File: src/rtl/serial_subtractor_if.sv
// Start/done request bundle for the bit-serial subtractor.
interface serial_subtractor_if #(
    parameter int unsigned WIDTH = 8
);
    logic             start;
    logic [WIDTH-1:0] a;
    logic [WIDTH-1:0] b;
    logic             borrow_in;
    logic             busy;
    logic             done;
    logic [WIDTH-1:0] diff;
    logic             borrow_out;
    logic             overflow;

    modport master (
        output start, a, b, borrow_in,
        input  busy, done, diff, borrow_out, overflow
    );

    modport slave (
        input  start, a, b, borrow_in,
        output busy, done, diff, borrow_out, overflow
    );
endinterface

File: src/rtl/serial_subtractor.sv
// Bit-serial two's-complement subtractor: diff = a - b - borrow_in, one bit per clock, LSB first.
module serial_subtractor #(
    parameter int unsigned WIDTH = 8
) (
    input  logic               clk,
    input  logic               rst_n,
    serial_subtractor_if.slave bus
);
    localparam int unsigned CNT_W = (WIDTH > 1) ? $clog2(WIDTH) : 1;
    localparam logic [CNT_W-1:0] CNT_LAST = CNT_W'(WIDTH - 1);

    typedef enum logic [1:0] {IDLE, RUN, DONE} state_e;

    state_e           state_q, state_d;
    logic [WIDTH-1:0] shift_a_q, shift_a_d;
    logic [WIDTH-1:0] shift_b_q, shift_b_d;
    logic [WIDTH-1:0] result_q, result_d;
    logic [WIDTH-1:0] diff_q, diff_d;
    logic [CNT_W-1:0] cnt_q, cnt_d;
    logic             brw_q, brw_d;
    logic             busy_q, busy_d;
    logic             done_q, done_d;
    logic             borrow_out_q, borrow_out_d;
    logic             overflow_q, overflow_d;

    logic x, y, d, bout, accept;

    always_comb begin
        x    = shift_a_q[0];
        y    = shift_b_q[0];
        d    = x ^ y ^ brw_q;
        bout = (~x & y) | (~(x ^ y) & brw_q);

        state_d      = state_q;
        shift_a_d    = shift_a_q;
        shift_b_d    = shift_b_q;
        result_d     = result_q;
        diff_d       = diff_q;
        cnt_d        = cnt_q;
        brw_d        = brw_q;
        busy_d       = busy_q;
        done_d       = 1'b0;
        borrow_out_d = borrow_out_q;
        overflow_d   = overflow_q;
        accept       = 1'b0;

        case (state_q)
            IDLE: accept = bus.start;
            RUN: begin
                shift_a_d = shift_a_q >> 1;
                shift_b_d = shift_b_q >> 1;
                result_d  = {d, result_q[WIDTH-1:1]};
                brw_d     = bout;
                cnt_d     = cnt_q + CNT_W'(1);
                if (cnt_q == CNT_LAST) begin
                    state_d      = DONE;
                    busy_d       = 1'b0;
                    done_d       = 1'b1;
                    diff_d       = {d, result_q[WIDTH-1:1]};
                    borrow_out_d = bout;
                    // On the last bit x and y are the captured operand MSBs and d is the result MSB.
                    overflow_d   = (x ^ y) & (d ^ x);
                end
            end
            DONE: begin
                state_d = IDLE;
                accept  = bus.start;
            end
            default: state_d = IDLE;
        endcase

        if (accept) begin
            state_d   = RUN;
            shift_a_d = bus.a;
            shift_b_d = bus.b;
            brw_d     = bus.borrow_in;
            cnt_d     = '0;
            busy_d    = 1'b1;
        end
    end

    always_ff @(posedge clk or negedge rst_n) begin
        if (!rst_n) begin
            state_q      <= IDLE;
            shift_a_q    <= '0;
            shift_b_q    <= '0;
            result_q     <= '0;
            diff_q       <= '0;
            cnt_q        <= '0;
            brw_q        <= 1'b0;
            busy_q       <= 1'b0;
            done_q       <= 1'b0;
            borrow_out_q <= 1'b0;
            overflow_q   <= 1'b0;
        end else begin
            state_q      <= state_d;
            shift_a_q    <= shift_a_d;
            shift_b_q    <= shift_b_d;
            result_q     <= result_d;
            diff_q       <= diff_d;
            cnt_q        <= cnt_d;
            brw_q        <= brw_d;
            busy_q       <= busy_d;
            done_q       <= done_d;
            borrow_out_q <= borrow_out_d;
            overflow_q   <= overflow_d;
        end
    end

    assign bus.busy       = busy_q;
    assign bus.done       = done_q;
    assign bus.diff       = diff_q;
    assign bus.borrow_out = borrow_out_q;
    assign bus.overflow   = overflow_q;
endmodule

File: src/flat_wrapper.sv
// flat-port wrapper written by rule: the top's interface ports become plain ports
module serial_subtractor_flat 
#(
    parameter int unsigned WIDTH = 8
)
  (clk, rst_n, bus_start, bus_a, bus_b, bus_borrow_in, bus_busy, bus_done, bus_diff, bus_borrow_out, bus_overflow);
  serial_subtractor_if #(.WIDTH(WIDTH)) bus_i ();
  input  logic clk;
  input  logic rst_n;
  input wire logic [$bits(bus_i.start)-1:0] bus_start;
  input wire logic [$bits(bus_i.a)-1:0] bus_a;
  input wire logic [$bits(bus_i.b)-1:0] bus_b;
  input wire logic [$bits(bus_i.borrow_in)-1:0] bus_borrow_in;
  output wire logic [$bits(bus_i.busy)-1:0] bus_busy;
  output wire logic [$bits(bus_i.done)-1:0] bus_done;
  output wire logic [$bits(bus_i.diff)-1:0] bus_diff;
  output wire logic [$bits(bus_i.borrow_out)-1:0] bus_borrow_out;
  output wire logic [$bits(bus_i.overflow)-1:0] bus_overflow;
  assign bus_i.start = bus_start;
  assign bus_i.a = bus_a;
  assign bus_i.b = bus_b;
  assign bus_i.borrow_in = bus_borrow_in;
  assign bus_busy = bus_i.busy;
  assign bus_done = bus_i.done;
  assign bus_diff = bus_i.diff;
  assign bus_borrow_out = bus_i.borrow_out;
  assign bus_overflow = bus_i.overflow;
  serial_subtractor #(.WIDTH(WIDTH)) u_core (.clk(clk), .rst_n(rst_n), .bus(bus_i));
endmodule
File: config.mk
export PLATFORM = sky130hd
export DESIGN_NAME = serial_subtractor_flat
export DESIGN_NICKNAME = d
export VERILOG_FILES = /design/src/rtl/serial_subtractor_if.sv /design/src/rtl/serial_subtractor.sv /design/src/flat_wrapper.sv
export SDC_FILE = /design/constraint.sdc
export NUM_CORES = 1
export LEC_CHECK = 0
export ABC_CLOCK_PERIOD_IN_PS = 2200
export CORE_MARGIN = 3
export CORE_UTILIZATION = 53
export CTS_BUF_LIST = sky130_fd_sc_hd__clkbuf_2
export CTS_CLUSTER_SIZE = 40
export DETAILED_ROUTE_END_ITERATION = 8
export PLACE_DENSITY = 0.81
export SLEW_MARGIN = 40
export SYNTH_ARGS = -nofsm -noshare
export SYNTH_HDL_FRONTEND = slang
export SYNTH_SLANG_ARGS = --single-unit
File: constraint.sdc
create_clock -name clk -period 2.2 [get_ports clk]
set_clock_uncertainty 0.2 [all_clocks]
set_input_delay 0.44 -clock clk [delete_from_list [all_inputs] [get_ports clk]]
set_output_delay 0.44 -clock clk [all_outputs]
set_load 0.01 [all_outputs]
==> flow_summary_export.csv, run 1 <==
group,metric,value,unit
setup_path,endpoint_kind,"output pin",
setup_path,cp_top_family,"buffers and inverters",
clock_network,post_cts_resize_count,0,
floorplanning,ioPinCount,32,
floorplanning,rows,20,
drt,ant_nets,0,
final_layout,multiInputGateArea,607,sq um
setup_path,r2r-start,"u_core.cnt_q[0]$_DFFE_PN0P_",
final_layout,syn2layout_area_growth,20.7,%
global_routing,grt_usage,19.2,%
setup_path,worstReg2RegEnd,"u_core.bus.diff[2]$_DFFE_PN0P_",
clock_network,cts_tree,"yes",
sta,hold_violations,0,
floorplanning,die-area,0.00398,sq mm
logic_synthesis,yosysWarnings,0,
final_layout,final_common_cell,"nand2_1",
global_routing,grt_max_degree,42,
sta,max_freq,510,MHz
floorplanning,placeableCoreArea,0.00308,sq mm
sta,finalSetupTns,0,ps
sta,worstMarginPinSlew,500,ps
final_layout,antennaDiodeCount,0,
final_layout,fin_util,67.7,%
logic_synthesis,synth-seq-area-share,59.4,%
clock_network,root_buffer,"clkbuf_2",
floorplanning,start_util,56.1,%
sta,period_minus_slack,1960,ps
placement,portBuffers,31,
setup_path,arrival,1320,ps
final_layout,fillerInstances,258,
worst_hold_path,worstHoldStart,"u_core.bus.busy$_DFFE_PN0P_",
logic_synthesis,synth-seq-cells,41,
logic_synthesis,yosysUniqueCellTypes,26,
setup_path,reg2reg_slack,360,ps
sta,slew_violations,0,
worst_hold_path,hold_path_class,"reg2reg",
placement,routabilityCongestion,0.764,
clock_network,clock-sinks,41,
setup_path,crit_chain,"clkdlybuf4s50_1",
run_status,status,"complete, no violations",
power,combPwrFrac,42.4,%
run,drv_cap,0,
logic_synthesis,synth_fp_nets,186,
clock_network,cts_buffers,5,
sta,maxSlewHeadroom,66.7,%
power,seq_power_share,46.1,%
clock_network,hold_buffers,1,
drt,routed_wl,3250,microns
worst_hold_path,holdPathStages,2,
setup_path,slowest_stage,"clkdlybuf4s50_1",
drt,met1_length,1370,microns
global_routing,antenna_found_initial,0,
placement,hpwl,2260,microns
global_routing,gr-total-overflow,0,
final_layout,layout.nets,218,
setup_path,critical_path_class,"reg2out",
drt,met3_length,157,microns
drt,highest_layer,"met4",
setup_path,crit_buf_inv,1,
logic_synthesis,synthCells,162,
drt,first_pass_iters,4,
clock_network,htree_levels,2,
clock_network,cts_setup_buffers,0,
setup_path,cpPeakStageDelay,530,ps
floorplanning,die_x,63.1,microns
logic_synthesis,avgSynthCellArea,10.7,sq um
drt,drt_iter0_drc,49,
setup_path,path_max_fanout,2,
power,pwr-share-clk,11.5,%
power,internal-power,1790,uW
drt,viasPerCell,5.31,
final_layout,drive_gt1_share,11.8,%
clock_network,clock_latency,400,ps
global_routing,grt_pass1_vias,1305,
final_layout,final_cell_mix,"45 x nand2_1, 41 x dfrtp_1, 30 x clkdlybuf4s50_1",
final_layout,regArea,0.00103,sq mm
power,swShare,37.0,%
clock_network,path_clk_slew,200,ps
power,switchingPower,1050,uW
logic_synthesis,synth_area,0.00173,sq mm
sta,rsz0062_at_grt,"no",
power,p_leak,0.000973,uW
power,powerDensity,1360,mW/mm^2
setup_path,reg2reg_depth,4,
floorplanning,die_h,63.1,microns
power,peakVddDrop,0.000590,V
setup_path,critPathLaunchType,"flop",
setup_path,critical_path_required,1560,ps
global_routing,grt_pass1_wl,5940,microns
sta,setup_viol,0,
drt,wl_met2,1670,microns
clock_network,clock_path_buffers,2,
worst_hold_path,hold_end,"u_core.bus.busy$_DFFE_PN0P_",
sta,min_period_over_period,89.1,%
drt,drc,0,
drt,vias,1268,
drt,routedWlPerCell,13.6,microns
[power groups by stage]
stage | Clock, uW | Combinational (uW) | Sequential, uW
floorplan | 0 | 844 | 1320
global placement | 0 | 1160 | 1310
detailed placement | 0 | 1210 | 1330
CTS | 334 | 1220 | 1310
global route | 373 | 1350 | 1360
finish | 327 | 1200 | 1310
[state kept, by name (all words and copies together), names as in the netlist]
register	count
u_core.brw_q	1
u_core.shift_a_q	8
u_core.cnt_q	3
u_core.bus.diff	8
u_core.state_q	2
u_core.shift_b_q	8
u_core.bus.overflow	1
u_core.bus.borrow_out	1
u_core.bus.done	1
u_core.bus.busy	1
u_core.result_q	7
[worst max-delay path by stage]
stage | startpoint | endpoint | slack (ps) | depth (start not counted)
after detailed placement | bus_start | u_core.shift_a_q[0]$_DFFE_PN0P_ | 260 | 4
after global placement | bus_start | u_core.shift_a_q[0]$_DFFE_PN0P_ | 290 | 4
after CTS | u_core.bus.diff[4]$_DFFE_PN0P_ | bus_diff[4] | 220 | 1
after floorplan | u_core.cnt_q[0]$_DFFE_PN0P_ | u_core.bus.borrow_out$_DFFE_PN0P_ | 510 | 5
final | u_core.bus.overflow$_DFFE_PN0P_ | bus_overflow | 240 | 1
after global routing | u_core.bus.overflow$_DFFE_PN0P_ | bus_overflow | 150 | 1
[Yosys cell counts]
cell / count / area [sq um]
xor2_1: 1 / 8.76
nand2b_1: 2 / 12.5
nor3_1: 4 / 20.0
buf_2: 6 / 30.0
o21ai_1: 1 / 5.00
o31ai_1: 1 / 7.51
inv_1: 3 / 11.3
nand3b_2: 1 / 11.3
nor2b_1: 1 / 6.26
dfrtp_1: 41 / 1030
o21ai_0: 3 / 15.0
mux2_2: 8 / 90.1
ha_1: 3 / 37.5
fa_1: 1 / 20.0
buf_6: 4 / 45.0
buf_4: 1 / 7.51
a22o_1: 3 / 26.3
a31oi_1: 9 / 56.3
a21oi_1: 1 / 5.00
nor2_1: 13 / 48.8
a22oi_1: 2 / 15.0
a221o_1: 1 / 10.0
nand3_1: 3 / 15.0
o22ai_1: 3 / 18.8
and2b_2: 1 / 8.76
nand2_1: 45 / 169
[layout make-up]
type                    instances  share of cell area, %
flip-flops and latches         41                   49.2
multi-input cells             107                   29.1
repair buffers                 36                   16.6
well taps                      44                   2.64
clock buffers                   8                   1.92
inverters                       3                  0.540
[logic make-up (layout without fill, tap and decap cells)]
kind of cell	Yosys count	count (layout)	synth area share [%]
xor+xnor	1	1	0.507
mux	8	8	5.22
fa+ha+maj	4	4	3.33
compound gates	24	24	9.20
flops	41	41	59.4
buf+inv	14	47	5.43
simple gates	70	70	16.9
[worst min-delay path: cells and delay by family (launching register included)]
| family | cells | cell delay, ps |
|---|---|---|
| flip-flops | 1 | 380 |
| AND/OR/NAND/NOR | 2 | 110 |
[layer usage]
layer	track usage (%)	vias up
met5	0	-
met4	9.09	0
met3	3.92	6
met2	33.9	32
met1	22.2	626
li1	-	604
[stage by stage]
stage / std cells / setup slack [ps] / total power (uW) / instance area, sq um / hold slack [ps]
global route: 239 / 152 / 3090 / 2080 / 331
CTS: 239 / 224 / 2860 / 2080 / 306
finish: 239 / 240 / 2840 / 2080 / 300
floorplan: 162 / 508 / 2170 / 1730 / -55.6
detailed placement: 230 / 257 / 2540 / 2030 / 266
global placement: 230 / 291 / 2470 / 2030 / 255
No activity file was read; power rests on OpenSTA's default activity.
==> inputs of run 2 (changes only) <==
--- a/config.mk
+++ b/config.mk
@@ -7,11 +7,11 @@
 export LEC_CHECK = 0
 export ABC_CLOCK_PERIOD_IN_PS = 2200
 export CORE_MARGIN = 3
-export CORE_UTILIZATION = 53
+export CORE_UTILIZATION = 45
 export CTS_BUF_LIST = sky130_fd_sc_hd__clkbuf_2
 export CTS_CLUSTER_SIZE = 40
 export DETAILED_ROUTE_END_ITERATION = 8
-export PLACE_DENSITY = 0.81
+export PLACE_DENSITY = 0.7
 export SLEW_MARGIN = 40
 export SYNTH_ARGS = -nofsm -noshare
 export SYNTH_HDL_FRONTEND = slang
==> flow_summary_export.csv, run 2 (synthesized netlist as in run 1, its figures left out) <==
group,metric,value,unit
drt,first_pass_iters,4,
sta,layout_setup_ws,193,ps
setup_path,crit_chain,"clkdlybuf4s50_1",
floorplanning,die_h,67.9,microns
power,powerDensity,1430,mW/mm^2
drt,vias,1243,
floorplanning,die_x,67.9,microns
global_routing,gr-total-overflow,0,
clock_network,htree_levels,2,
placement,hpwl,2210,microns
sta,period_minus_slack,2010,ps
setup_path,cp_top_family,"buffers and inverters",
global_routing,grt_pass1_wl,5490,microns
drt,routed_wl,3140,microns
clock_network,clock_path_buffers,2,
clock_network,clock_latency,420,ps
floorplanning,ioPinCount,32,
clock_network,path_clk_slew,200,ps
placement,routabilityCongestion,0.757,
drt,drt_iter0_drc,103,
global_routing,grt_use_met2,25.3,%
global_routing,grt_use_met1,20.7,%
run_status,status,"complete, no violations",
clock_network,cts_tree,"yes",
drt,ant_nets,0,
final_layout,syn2layout_area_growth,23.8,%
final_layout,drive_gt1_share,11.8,%
worst_hold_path,hold_path_class,"reg2reg",
sta,min_period_over_period,91.2,%
power,power.total,3050,uW
sta,rsz0062_at_grt,"no",
run,drv_cap,0,
sta,slew_violations,0,
global_routing,grt_max_degree,42,
clock_network,root_buffer,"clkbuf_2",
floorplanning,start_util,49.0,%
placement,place_ws,296,ps
sta,finalSetupTns,0,ps
final_layout,layout.nets,218,
setup_path,endpoint_kind,"output pin",
sta,setup_viol,0,
clock_network,cts_buffers,5,
setup_path,critical_path_class,"reg2out",
setup_path,crit_buf_inv,1,
final_layout,antennaDiodeCount,0,
drt,drc,0,
floorplanning,rows,21,
sta,hold_violations,0,
power,peakVddDrop,0.000797,V
global_routing,busiest_layer,"met2",
sta,worstMarginPinSlew,495,ps
global_routing,grtUsageMet3,3.94,%
final_layout,final_common_cell,"nand2_1",
setup_path,path_max_fanout,2,
drt,viasPerCell,5.16,
drt,routedWlPerCell,13.0,microns
sta,maxSlewHeadroom,67.0,%
setup_path,cpPeakStageDelay,540,ps
floorplanning,die-area,0.00462,sq mm
placement,portBuffers,31,
clock_network,post_cts_resize_count,0,
clock_network,hold_buffers,1,
setup_path,critical_path_required,1560,ps
clock_network,clock-sinks,41,
global_routing,grt_pass1_vias,1251,
floorplanning,placeableCoreArea,0.00352,sq mm
sta,max_freq,498,MHz
global_routing,antenna_found_initial,0,
global_routing,grt_usage,16.2,%
setup_path,critPathLaunchType,"flop",
setup_path,slowest_stage,"clkdlybuf4s50_1",
setup_path,arrival,1370,ps
final_layout,final_cell_mix,"45 x nand2_1, 41 x dfrtp_1, 30 x clkdlybuf4s50_1",
power,p_leak,0.000993,uW
clock_network,cts_setup_buffers,0,
[run 2: cell count changes in the layout (fill, tap and decap cells not counted)]
cell,change
bufinv_16,+2
clkinv_2,+1
clkbuf_2,-3
[run 2: per-layer routing]
layer / share of wire, % / vias to the layer above
met2: 48 / 24
met4: 2.2 / 0
li1: - / 607
met5: 0 / -
met1: 46 / 603
met3: 4.3 / 9
[run 2: per-stage QoR]
stage	hold slack [ps]	utilization [%]	area, sq um	cells
2_1_floorplan	-55.6	-	1730	162
3_5_place_dp	269	57.9	2040	232
5_1_grt	334	60.7	2140	241
6_report	306	60.7	2140	241
3_3_place_gp	257	57.9	2040	232
4_1_cts	311	60.7	2140	241
[run 2: tightest hold or removal path: cells and delay by family (launching register included)]
kind | cells | cell delay, ps
flip-flops | 1 | 390
AND/OR/NAND/NOR | 2 | 110
[run 2: where the power goes]
group	internal (uW)	switching (uW)	leakage, uW	total [uW]
registers	1100	200	0.000503	1300
clock network	304	247	0.0000529	551
logic	593	608	0.000437	1200
[run 2: final cells by class]
| class | count | area (sq um) |
|---|---|---|
| repair buffers | 36 | 345 |
| clock inverters | 3 | 65.1 |
| flip-flops and latches | 41 | 1030 |
| well taps | 46 | 57.6 |
| multi-input cells | 107 | 607 |
| clock buffers | 5 | 25.0 |
| fillers | 310 | 1380 |
| inverters | 3 | 11.3 |
[run 2: worst paths after layout]
kind                                                         to  depth (start not counted)                           start  slack, ps
worst max-delay path                                   bus_busy                          1     u_core.bus.busy$_DFFE_PN0P_        190
worst min-delay path             u_core.result_q[1]$_DFFE_PN0N_                          2  u_core.result_q[1]$_DFFE_PN0N_        310
worst max register to register   u_core.bus.diff[0]$_DFFE_PN0P_                          4     u_core.cnt_q[0]$_DFFE_PN0P_        390
worst min register to register   u_core.result_q[1]$_DFFE_PN0N_                          2  u_core.result_q[1]$_DFFE_PN0N_        310
max in group asynchronous        u_core.bus.diff[3]$_DFFE_PN0P_                          3                           rst_n       1080
min in group asynchronous       u_core.shift_b_q[3]$_DFFE_PN0P_                          3                           rst_n        360
